**config.mk**
```make
export PLATFORM = sky130hd
export DESIGN_NAME = scheduler_request_arbiter_flat
export DESIGN_NICKNAME = d
export VERILOG_FILES = /design/src/rtl/scheduler_request_arbiter_if.sv /design/src/rtl/scheduler_request_arbiter.sv /design/src/flat_wrapper.sv
export SDC_FILE = /design/constraint.sdc
export NUM_CORES = 1
export LEC_CHECK = 0
export CORE_MARGIN = 2
export CORE_UTILIZATION = 30
export CTS_BUF_LIST = sky130_fd_sc_hd__clkbuf_16
export DETAILED_ROUTE_END_ITERATION = 16
export GPL_TIMING_DRIVEN = 0
export PLACE_DENSITY = 0.58
export SYNTH_ARGS = -nofsm -noshare
export SYNTH_HDL_FRONTEND = slang
export SYNTH_SLANG_ARGS = --single-unit
```
**constraint.sdc**
```tcl
create_clock -name clk -period 2.1 [get_ports clk]
set_input_delay 0.42 -clock clk [delete_from_list [all_inputs] [get_ports clk]]
set_output_delay 0.42 -clock clk [all_outputs]
set_load 0.01 [all_outputs]
```
**src/rtl/scheduler_request_arbiter_if.sv**
```systemverilog
// Bundle of requester, refill and scheduler signals around the request arbiter.
// The master side is the environment (cores and scheduler); the slave side is the arbiter.
`ifndef ADDRESS_BITS
`define ADDRESS_BITS 8
`endif

interface scheduler_request_arbiter_if #(
   parameter int addrBits = `ADDRESS_BITS
) ();
   logic                core0ReqValid;
   logic                core0ReqReady;
   logic                core0ReqDeschedule;
   logic [addrBits-1:0] core0ReqDeschedulePid;
   logic                core0ReqSchedule;
   logic [addrBits-1:0] core0ReqSchedulePid;
   logic                core0Ack;

   logic                core1ReqValid;
   logic                core1ReqReady;
   logic                core1ReqDeschedule;
   logic [addrBits-1:0] core1ReqDeschedulePid;
   logic                core1ReqSchedule;
   logic [addrBits-1:0] core1ReqSchedulePid;
   logic                core1Ack;

   logic                refillRequest;
   logic                schedEnabled;
   logic                schedFinished;
   logic                hasDeschedule;
   logic [addrBits-1:0] deschedulePid;
   logic                hasSchedule;
   logic [addrBits-1:0] schedulePid;
   logic                busy;
   logic                timeoutError;

   modport master (
      output core0ReqValid, core0ReqDeschedule, core0ReqDeschedulePid,
             core0ReqSchedule, core0ReqSchedulePid,
      output core1ReqValid, core1ReqDeschedule, core1ReqDeschedulePid,
             core1ReqSchedule, core1ReqSchedulePid,
      output refillRequest, schedFinished,
      input  core0ReqReady, core0Ack, core1ReqReady, core1Ack,
      input  schedEnabled, hasDeschedule, deschedulePid, hasSchedule, schedulePid,
      input  busy, timeoutError
   );

   modport slave (
      input  core0ReqValid, core0ReqDeschedule, core0ReqDeschedulePid,
             core0ReqSchedule, core0ReqSchedulePid,
      input  core1ReqValid, core1ReqDeschedule, core1ReqDeschedulePid,
             core1ReqSchedule, core1ReqSchedulePid,
      input  refillRequest, schedFinished,
      output core0ReqReady, core0Ack, core1ReqReady, core1Ack,
      output schedEnabled, hasDeschedule, deschedulePid, hasSchedule, schedulePid,
      output busy, timeoutError
   );
endinterface

```
**src/rtl/scheduler_request_arbiter.sv**
```systemverilog
// Two-slot round-robin arbiter feeding schedule/deschedule requests to a scheduler,
// with an IDLE -> ISSUE -> GAP pass sequencer, plain refill passes and an issue timeout.
`ifndef ADDRESS_BITS
`define ADDRESS_BITS 8
`endif

module scheduler_request_arbiter #(
   parameter int addrBits = `ADDRESS_BITS,
   parameter int TIMEOUT  = 1023
) (
   input logic                        clk,
   input logic                        reset,
   scheduler_request_arbiter_if.slave bus
);
   typedef enum logic [1:0] {IDLE, ISSUE, GAP} state_t;
   typedef enum logic [1:0] {OWN_CORE0, OWN_CORE1, OWN_REFILL} owner_t;

   typedef struct packed {
      logic                desched;
      logic [addrBits-1:0] desched_pid;
      logic                sched;
      logic [addrBits-1:0] sched_pid;
   } req_t;

   localparam logic [15:0] TIMEOUT_C = 16'(TIMEOUT);

   state_t      state_q, state_d;
   owner_t      owner_q, owner_d;
   req_t        slot0_q, slot0_d;
   req_t        slot1_q, slot1_d;
   req_t        issue_q, issue_d;
   logic [1:0]  pending_q, pending_d;
   logic        rr_q, rr_d;          // 1: core1 has priority on the next contended grant
   logic [15:0] count_q, count_d;
   logic        timeout_err_q, timeout_err_d;
   logic        grant1;

   always_comb begin
      // NOTE: every value written here gets a default first, so no path can infer a latch.
      state_d       = state_q;
      owner_d       = owner_q;
      slot0_d       = slot0_q;
      slot1_d       = slot1_q;
      issue_d       = issue_q;
      pending_d     = pending_q;
      rr_d          = rr_q;
      count_d       = count_q;
      timeout_err_d = timeout_err_q;
      grant1        = pending_q[1] && (!pending_q[0] || rr_q);

      // Slot capture runs independently of the sequencer.
      if (bus.core0ReqValid && !pending_q[0]) begin
         slot0_d.desched     = bus.core0ReqDeschedule;
         slot0_d.desched_pid = bus.core0ReqDeschedulePid;
         slot0_d.sched       = bus.core0ReqSchedule;
         slot0_d.sched_pid   = bus.core0ReqSchedulePid;
         pending_d[0]        = 1'b1;
      end
      if (bus.core1ReqValid && !pending_q[1]) begin
         slot1_d.desched     = bus.core1ReqDeschedule;
         slot1_d.desched_pid = bus.core1ReqDeschedulePid;
         slot1_d.sched       = bus.core1ReqSchedule;
         slot1_d.sched_pid   = bus.core1ReqSchedulePid;
         pending_d[1]        = 1'b1;
      end

      case (state_q)
         IDLE: begin
            if (pending_q != 2'b00) begin
               owner_d = grant1 ? OWN_CORE1 : OWN_CORE0;
               issue_d = grant1 ? slot1_q : slot0_q;
               rr_d    = !grant1;
               count_d = '0;
               state_d = ISSUE;
            end else if (bus.refillRequest) begin
               owner_d = OWN_REFILL;
               issue_d = '0;
               count_d = '0;
               state_d = ISSUE;
            end
         end
         ISSUE: begin
            if (bus.schedFinished || (count_q + 16'd1 == TIMEOUT_C)) begin
               // Finish takes precedence over a timeout landing in the same cycle.
               if (!bus.schedFinished) timeout_err_d = 1'b1;
               if (owner_q == OWN_CORE0) pending_d[0] = 1'b0;
               if (owner_q == OWN_CORE1) pending_d[1] = 1'b0;
               state_d = GAP;
            end else begin
               count_d = count_q + 16'd1;
            end
         end
         GAP:     state_d = IDLE;
         default: state_d = IDLE;
      endcase
   end

   // NOTE: sequential state uses non-blocking assignments so all registers update together.
   always_ff @(posedge clk or negedge reset) begin
      if (!reset) begin
         state_q       <= IDLE;
         owner_q       <= OWN_REFILL;
         slot0_q       <= '0;
         slot1_q       <= '0;
         issue_q       <= '0;
         pending_q     <= '0;
         rr_q          <= 1'b0;
         count_q       <= '0;
         timeout_err_q <= 1'b0;
      end else begin
         state_q       <= state_d;
         owner_q       <= owner_d;
         slot0_q       <= slot0_d;
         slot1_q       <= slot1_d;
         issue_q       <= issue_d;
         pending_q     <= pending_d;
         rr_q          <= rr_d;
         count_q       <= count_d;
         timeout_err_q <= timeout_err_d;
      end
   end

   // Enables and acks decode straight from the state so reset drops them without a clock.
   assign bus.core0ReqReady = !pending_q[0];
   assign bus.core1ReqReady = !pending_q[1];
   assign bus.core0Ack      = (state_q == GAP) && (owner_q == OWN_CORE0);
   assign bus.core1Ack      = (state_q == GAP) && (owner_q == OWN_CORE1);
   assign bus.schedEnabled  = (state_q == ISSUE);
   assign bus.busy          = (state_q != IDLE);
   assign bus.hasDeschedule = issue_q.desched;
   assign bus.deschedulePid = issue_q.desched_pid;
   assign bus.hasSchedule   = issue_q.sched;
   assign bus.schedulePid   = issue_q.sched_pid;
   assign bus.timeoutError  = timeout_err_q;
endmodule

```
**src/flat_wrapper.sv**
```systemverilog
// flat-port wrapper written by rule: the top's interface ports become plain ports
module scheduler_request_arbiter_flat 
#(
   parameter int addrBits = `ADDRESS_BITS,
   parameter int TIMEOUT  = 1023
)
  (clk, reset, bus_core0ReqValid, bus_core0ReqDeschedule, bus_core0ReqDeschedulePid, bus_core0ReqSchedule, bus_core0ReqSchedulePid, bus_core1ReqValid, bus_core1ReqDeschedule, bus_core1ReqDeschedulePid, bus_core1ReqSchedule, bus_core1ReqSchedulePid, bus_refillRequest, bus_schedFinished, bus_core0ReqReady, bus_core0Ack, bus_core1ReqReady, bus_core1Ack, bus_schedEnabled, bus_hasDeschedule, bus_deschedulePid, bus_hasSchedule, bus_schedulePid, bus_busy, bus_timeoutError);
  scheduler_request_arbiter_if #(.addrBits(addrBits)) bus_i ();
  input logic clk;
  input logic reset;
  input wire logic [$bits(bus_i.core0ReqValid)-1:0] bus_core0ReqValid;
  input wire logic [$bits(bus_i.core0ReqDeschedule)-1:0] bus_core0ReqDeschedule;
  input wire logic [$bits(bus_i.core0ReqDeschedulePid)-1:0] bus_core0ReqDeschedulePid;
  input wire logic [$bits(bus_i.core0ReqSchedule)-1:0] bus_core0ReqSchedule;
  input wire logic [$bits(bus_i.core0ReqSchedulePid)-1:0] bus_core0ReqSchedulePid;
  input wire logic [$bits(bus_i.core1ReqValid)-1:0] bus_core1ReqValid;
  input wire logic [$bits(bus_i.core1ReqDeschedule)-1:0] bus_core1ReqDeschedule;
  input wire logic [$bits(bus_i.core1ReqDeschedulePid)-1:0] bus_core1ReqDeschedulePid;
  input wire logic [$bits(bus_i.core1ReqSchedule)-1:0] bus_core1ReqSchedule;
  input wire logic [$bits(bus_i.core1ReqSchedulePid)-1:0] bus_core1ReqSchedulePid;
  input wire logic [$bits(bus_i.refillRequest)-1:0] bus_refillRequest;
  input wire logic [$bits(bus_i.schedFinished)-1:0] bus_schedFinished;
  output wire logic [$bits(bus_i.core0ReqReady)-1:0] bus_core0ReqReady;
  output wire logic [$bits(bus_i.core0Ack)-1:0] bus_core0Ack;
  output wire logic [$bits(bus_i.core1ReqReady)-1:0] bus_core1ReqReady;
  output wire logic [$bits(bus_i.core1Ack)-1:0] bus_core1Ack;
  output wire logic [$bits(bus_i.schedEnabled)-1:0] bus_schedEnabled;
  output wire logic [$bits(bus_i.hasDeschedule)-1:0] bus_hasDeschedule;
  output wire logic [$bits(bus_i.deschedulePid)-1:0] bus_deschedulePid;
  output wire logic [$bits(bus_i.hasSchedule)-1:0] bus_hasSchedule;
  output wire logic [$bits(bus_i.schedulePid)-1:0] bus_schedulePid;
  output wire logic [$bits(bus_i.busy)-1:0] bus_busy;
  output wire logic [$bits(bus_i.timeoutError)-1:0] bus_timeoutError;
  assign bus_i.core0ReqValid = bus_core0ReqValid;
  assign bus_i.core0ReqDeschedule = bus_core0ReqDeschedule;
  assign bus_i.core0ReqDeschedulePid = bus_core0ReqDeschedulePid;
  assign bus_i.core0ReqSchedule = bus_core0ReqSchedule;
  assign bus_i.core0ReqSchedulePid = bus_core0ReqSchedulePid;
  assign bus_i.core1ReqValid = bus_core1ReqValid;
  assign bus_i.core1ReqDeschedule = bus_core1ReqDeschedule;
  assign bus_i.core1ReqDeschedulePid = bus_core1ReqDeschedulePid;
  assign bus_i.core1ReqSchedule = bus_core1ReqSchedule;
  assign bus_i.core1ReqSchedulePid = bus_core1ReqSchedulePid;
  assign bus_i.refillRequest = bus_refillRequest;
  assign bus_i.schedFinished = bus_schedFinished;
  assign bus_core0ReqReady = bus_i.core0ReqReady;
  assign bus_core0Ack = bus_i.core0Ack;
  assign bus_core1ReqReady = bus_i.core1ReqReady;
  assign bus_core1Ack = bus_i.core1Ack;
  assign bus_schedEnabled = bus_i.schedEnabled;
  assign bus_hasDeschedule = bus_i.hasDeschedule;
  assign bus_deschedulePid = bus_i.deschedulePid;
  assign bus_hasSchedule = bus_i.hasSchedule;
  assign bus_schedulePid = bus_i.schedulePid;
  assign bus_busy = bus_i.busy;
  assign bus_timeoutError = bus_i.timeoutError;
  scheduler_request_arbiter #(.addrBits(addrBits), .TIMEOUT(TIMEOUT)) u_core (.clk(clk), .reset(reset), .bus(bus_i));
endmodule
```
# == After elaboration in Yosys (flattened, before gate mapping) ==
# Index checks and enable logic that the tools add are counted.
# classes
n_addsub,1
eq_ne,7
n_mux,20
n_bitwise,1
reduce_logical,21
# op_table
cell,count
$mux 18,3
$mux 16,3
$pmux 16 s2,1
$add 16x1->16 const B,1
$eq 16x10->1 const B,1
$mux 2,7
$reduce_bool 2->1,4
$reduce_and 2->1,3
$reduce_and 3->1,2
$logic_and 1x1->1,5
$mux 1,5
$eq 2x1->1 const B,2
$logic_not 2->1,2
$pmux 2 s2,1
$logic_not 1->1,3
$ne 3x2->1 const B,1
$eq 2x2->1 const B,1
$logic_or 1x1->1,2
$ne 2x1->1 const B,1
$ne 2x2->1 const B,1
$not 1->1,1
# word_totals
ff_bits,78
in_bits,42
out_inout_bits,25
elab_cells,68

# == Logic depth before layout (Yosys ltp) ==
# depth
ltp_word,6
depth_mapped,8
depth_no_buf,8

# == Least setup slack after synthesis ==
# No wires, ideal clock.
# synth_timing
path_kind,reg2reg
start,register u_core.count_q[0]
end,register u_core.count_q[13]
setup_ps,67
t_arrival_ps,2285
required_ps,2033
slack_ps,-253
path_stages_with_launch,8
path_buffers,0
period_less_slack_ps,2353
cell_sequence,dfrtp_1 ha_1 nand3_1 or3_1 a221o_1 nor4b_4 or2b_2 a311o_1
# synth_between
elab_chain_len,5
word_cells_on_any_way,7
classes_between,add/sub: 1; eq/ne: 2; mux: 2; reduce/logical: 2
# synth_lines
item,line,rtl
start: declaration,scheduler_request_arbiter.sv:34,"logic [15:0] count_q, count_d;"
start signal: assignment,scheduler_request_arbiter.sv:118,count_q <= count_d;
$add 16x1->16 (*),"scheduler_request_arbiter.sv:83, scheduler_request_arbiter.sv:90",
$eq 16x10->1,scheduler_request_arbiter.sv:83,if (bus.schedFinished || (count_q + 16'd1 == TIMEOUT_C)) begin
$logic_or 1x1->1,scheduler_request_arbiter.sv:83,
$ne 2x2->1 (no line),--,
$reduce_and 3->1 (no line),--,
# Mark *: on every way between the ends. The rest lies on a longest branch, timed or not. The select of a mux whose other input is x is not followed.
# A chain may end at the register's enable or synchronous reset.

# == Final worst setup path ==
# layout_timing
start,register u_core.count_q[1]
end,register u_core.pending_q[1]
# layout_between
elab_chain_len,5
# layout_lines
item,line,rtl
$add 16x1->16,scheduler_request_arbiter.sv:83,
$eq 16x10->1,scheduler_request_arbiter.sv:83,
$logic_or 1x1->1,scheduler_request_arbiter.sv:83,
$mux 2,scheduler_request_arbiter.sv:83,
$mux 2,scheduler_request_arbiter.sv:67,case (state_q)
via u_core.pending_d[1],scheduler_request_arbiter.sv:32,"logic [1:0] pending_q, pending_d;"
end signal: assignment,scheduler_request_arbiter.sv:116,pending_q <= pending_d;
end: declaration,scheduler_request_arbiter.sv:32,
# The timed path passes the listed nets, and every way through them passes these cells.

==> results.md <==
- Status: finished with violations
- Failing checks: setup timing
- Clock share of power: 23.8%
- Hold slack: 0.00354 ns
- Drt wl/cell: 15.9 µm
- Top FF cell, synth: dfrtp_1
- CTS buffer count: 9
- I/O pin count: 67
- Complex-gate fraction of the synthesized area: 9.48%
- Switch Pwr: 0.00220 W
- P per Cell Area: 1320 mW/mm²
- Longest Clk Path Bufs: 2
- # fillers: 1093
- Cells after Synth: 301
- Post-synth cell types: 44
- Setup TNS: -2.12 ns
- Pin count of the biggest net entering global routing: 55
- Crit end category: flip-flop
- RR Startpoint: u_core.count_q[1]
- Setup-failing EPs final: 19
- Most frequent cell after synthesis: dfrtp_1
- Gr ovfl total: 0
- Total of max-cap violations: 0
- Ys async rst share: 100%
- Largest family of logic cells by synthesized area: multiplexers
- Reg2reg path depth: 9
- Gate power share: 38.0%
- Clk sinks: 78
- GPL Wtd Cong: 0.801
- Total Routed Length: 8650 µm
- Crit path kind: flip-flop to flip-flop
- Port Buffers: 66
- Yosys top cell area share: 55.5%
- Adder-cell share of the synthesized area: 0.721%
- # H-tree levels: 3
- Int Power: 0.00430 W
- Max VDD drop: 0.000563 V
- Fmax: 437 MHz
- Mapped Nets: 345
- Synth cell count leaders: 77 x dfrtp_1, 37 x mux2_2, 28 x o21ai_0, 24 x nand2_1, 21 x mux2i_1
- Max Slew Vio Count: 0
- Die height: 112 µm
- Initial antenna violation count: 0
- Critical R2R Capture: u_core.pending_q[1]
- Die width: 112 µm
- Worst Max-Slew Pin Slew: 0.483 ns
- First-pass GRT wire length: 14300 µm
- EDFF count, synth: 0
- Hold-fix buffers at CTS: 0
- CTS tree: done
- Worst endpoint required time: 2.31 ns
- Post-DRT Antenna Nets: 0
- Placed insts: 511
- Mapped Area: 0.00347 mm²
- All-Layer GR Usage: 14.5%
- Arrival @ worst endpoint: 2.49 ns
- Simple-gate share of the synthesized area: 12.0%
- Final worst slack: -0.187 ns
- Sw frac: 33.8%
- Row count: 39
- XOR/XNOR Fraction of Synth Area: 0.505%
- Placeable Area: 0.0114 mm²
- DR DRC count: 0
- Clock-pin slew on the worst setup and hold paths: 0.06 ns
- First-pass DRT Iterations: 4
- Ranking of synthesized cells by area: dfrtp_1 56%, mux2_2 12%, mux2i_1 6.1%
- Area leader, netlist: dfrtp_1
- Final cell count without fillers: 543
- Reg2reg setup slack: -0.19 ns
- HPWL Detailed: 5810 µm
- Warnings, synthesis: 0
- Rel. slew slack: 67.8%
- Post-synthesis mux area share: 18.1%
- Period utilisation layout: 109%
- Synth Register Bits: 78
- Setup skew after layout: 0.00572 ns
- Final instance area: 0.00491 mm²
- Diodes inserted: 0
- Mean Syn Cell Area: 11.5 µm²
- Leak Pwr: 2.04 nW
- # nets final: 439
- Post-DP Area: 0.00436 mm²
- Sequential-to-total area share from yosys stat: 56.3%
- Worst-Skew Late Latency: 0.33 ns
- Layout cells sized above 1: 28.0%
- Crit path max fanout: 5
- HP Class: primary input to async pin
- Area Overhead vs Synth: 41.5%
- Hold Vio Cnt, Final: 0
- Fin crit period: 2.29 ns
- Initial core utilization: 30.5%
- Vias in the first global route: 2830
- Startpoint Class: flip-flop
- Avg Vias per Cell: 4.97
- Unrepaired setup endpoints after global routing: true
- Via Count: 2701
- DIE AREA: 0.0124 mm²
- Iteration-0 DRC count of the detailed router: 132
- Root Driver: clkbuf_16
- Sequential share of power: 38.3%
-- power groups by stage --
stage	Combinational, W	Clock, W	Sequential [W]
2_1_floorplan	0.00136	0	0.00248
4_1_cts	0.00244	0.00159	0.00249
5_1_grt	0.00270	0.00164	0.00257
3_5_place_dp	0.00231	0	0.00252
3_3_place_gp	0.00226	0	0.00249
6_report	0.00247	0.00154	0.00249
-- registers in the layout, summed over array words and instances (netlist names), 2 cells and up --
signal,flops
u_core.bus.deschedulePid,8
u_core.bus.schedulePid,8
u_core.count_q,16
u_core.owner_q,2
u_core.pending_q,2
u_core.slot0_q,18
u_core.slot1_q,18
u_core.state_q,2
-- through the flow --
step | util [%] | worst slack, ns | power (W)
after CTS | 42.8 | -0.136 | 0.00652
after global routing | 43.2 | -0.309 | 0.00691
after detailed placement | 38.3 | -0.577 | 0.00483
after floorplan | - | -0.185 | 0.00384
final | 43.2 | -0.187 | 0.00649
after global placement | 38.1 | -2.50 | 0.00475
-- worst max-delay path by stage --
| stage | from | endpoint | slack, ns | cells after the start |
|---|---|---|---|---|
| 2_1_floorplan | u_core.count_q[2] | u_core.count_q[13] | -0.18 | 6 |
| 3_3_place_gp | reset | u_core.count_q[1] | -2.50 | 1 |
| 3_5_place_dp | u_core.count_q[2] | u_core.count_q[8] | -0.58 | 6 |
| 4_1_cts | u_core.count_q[5] | u_core.pending_q[1] | -0.14 | 9 |
| 5_1_grt | u_core.count_q[0] | u_core.pending_q[1] | -0.31 | 8 |
| 6_report | u_core.count_q[1] | u_core.pending_q[1] | -0.19 | 9 |
-- what timing repair did --
item,in CTS,in global routing
gates cloned,0,0
endpoints found under the setup margin,63,59
resized for setup,30,11
pin swaps,11,3
setup buffers,17,2
-- metal layers --
metal,routed length [µm],vias up,global-route usage [%]
met4,89,0,3.87
met3,357,10,3.92
met5,0,-,0
met2,4420,49,25.2
met1,3780,1372,17.9
li1,-,1270,-
-- cell type report --
type / count / area, µm² / area share (%)
Tap cell: 143 / 179 / 3.64
Timing Repair Buffer: 86 / 831 / 16.9
Clock buffer: 9 / 225 / 4.59
Clock inverter: 7 / 71.3 / 1.45
Buffer: 11 / 53.8 / 1.10
Sequential cell: 78 / 1960 / 39.9
Multi-Input combinational cell: 196 / 1540 / 31.3
Inverter: 13 / 51.3 / 1.04
-- worst max-delay path: stages, from the launching register on --
cell and delay, ns:
dfrtp_2 0.42, ha_4 0.16, nand3_4 0.08, or3_4 0.38, a221o_1 0.33, nor4b_4 0.29
buf_4 0.20, buf_6 0.10, o21a_4 0.13, a31oi_1 0.07
-- cells by family after synthesis --
group                    Yosys count
multiplexers                      58
AO/OA/AOI/OAI                     55
flip-flops                        78
XOR/XNOR                           2
AND/OR/NAND/NOR                   79
buffers and inverters             27
adder cells (fa/ha/maj)            2
-- layout by cell type (no fill, tap or decap), types with 2 or more instances in the layout --
cell type and count:
nor2b_1 2, nand2_1 24, or3_1 3, mux2_2 37
mux2i_1 21, nand4_1 5, o21ai_0 22, nor3_1 8
clkdlybuf4s50_1 64, nor2_1 9, buf_2 3, clkbuf_16 9
dfrtp_1 72, a21oi_1 3, dfrtp_2 5, nand2b_1 2
a31oi_1 8, o21ai_1 5, inv_6 2, nand3_1 10
and3_1 2, clkinvlp_4 2, xnor2_1 2, a211oi_1 2
buf_4 19, inv_1 13, clkbuf_2 7, or2_2 2
o22ai_2 2, a31o_4 2
(Power assumes the default switching activity.)
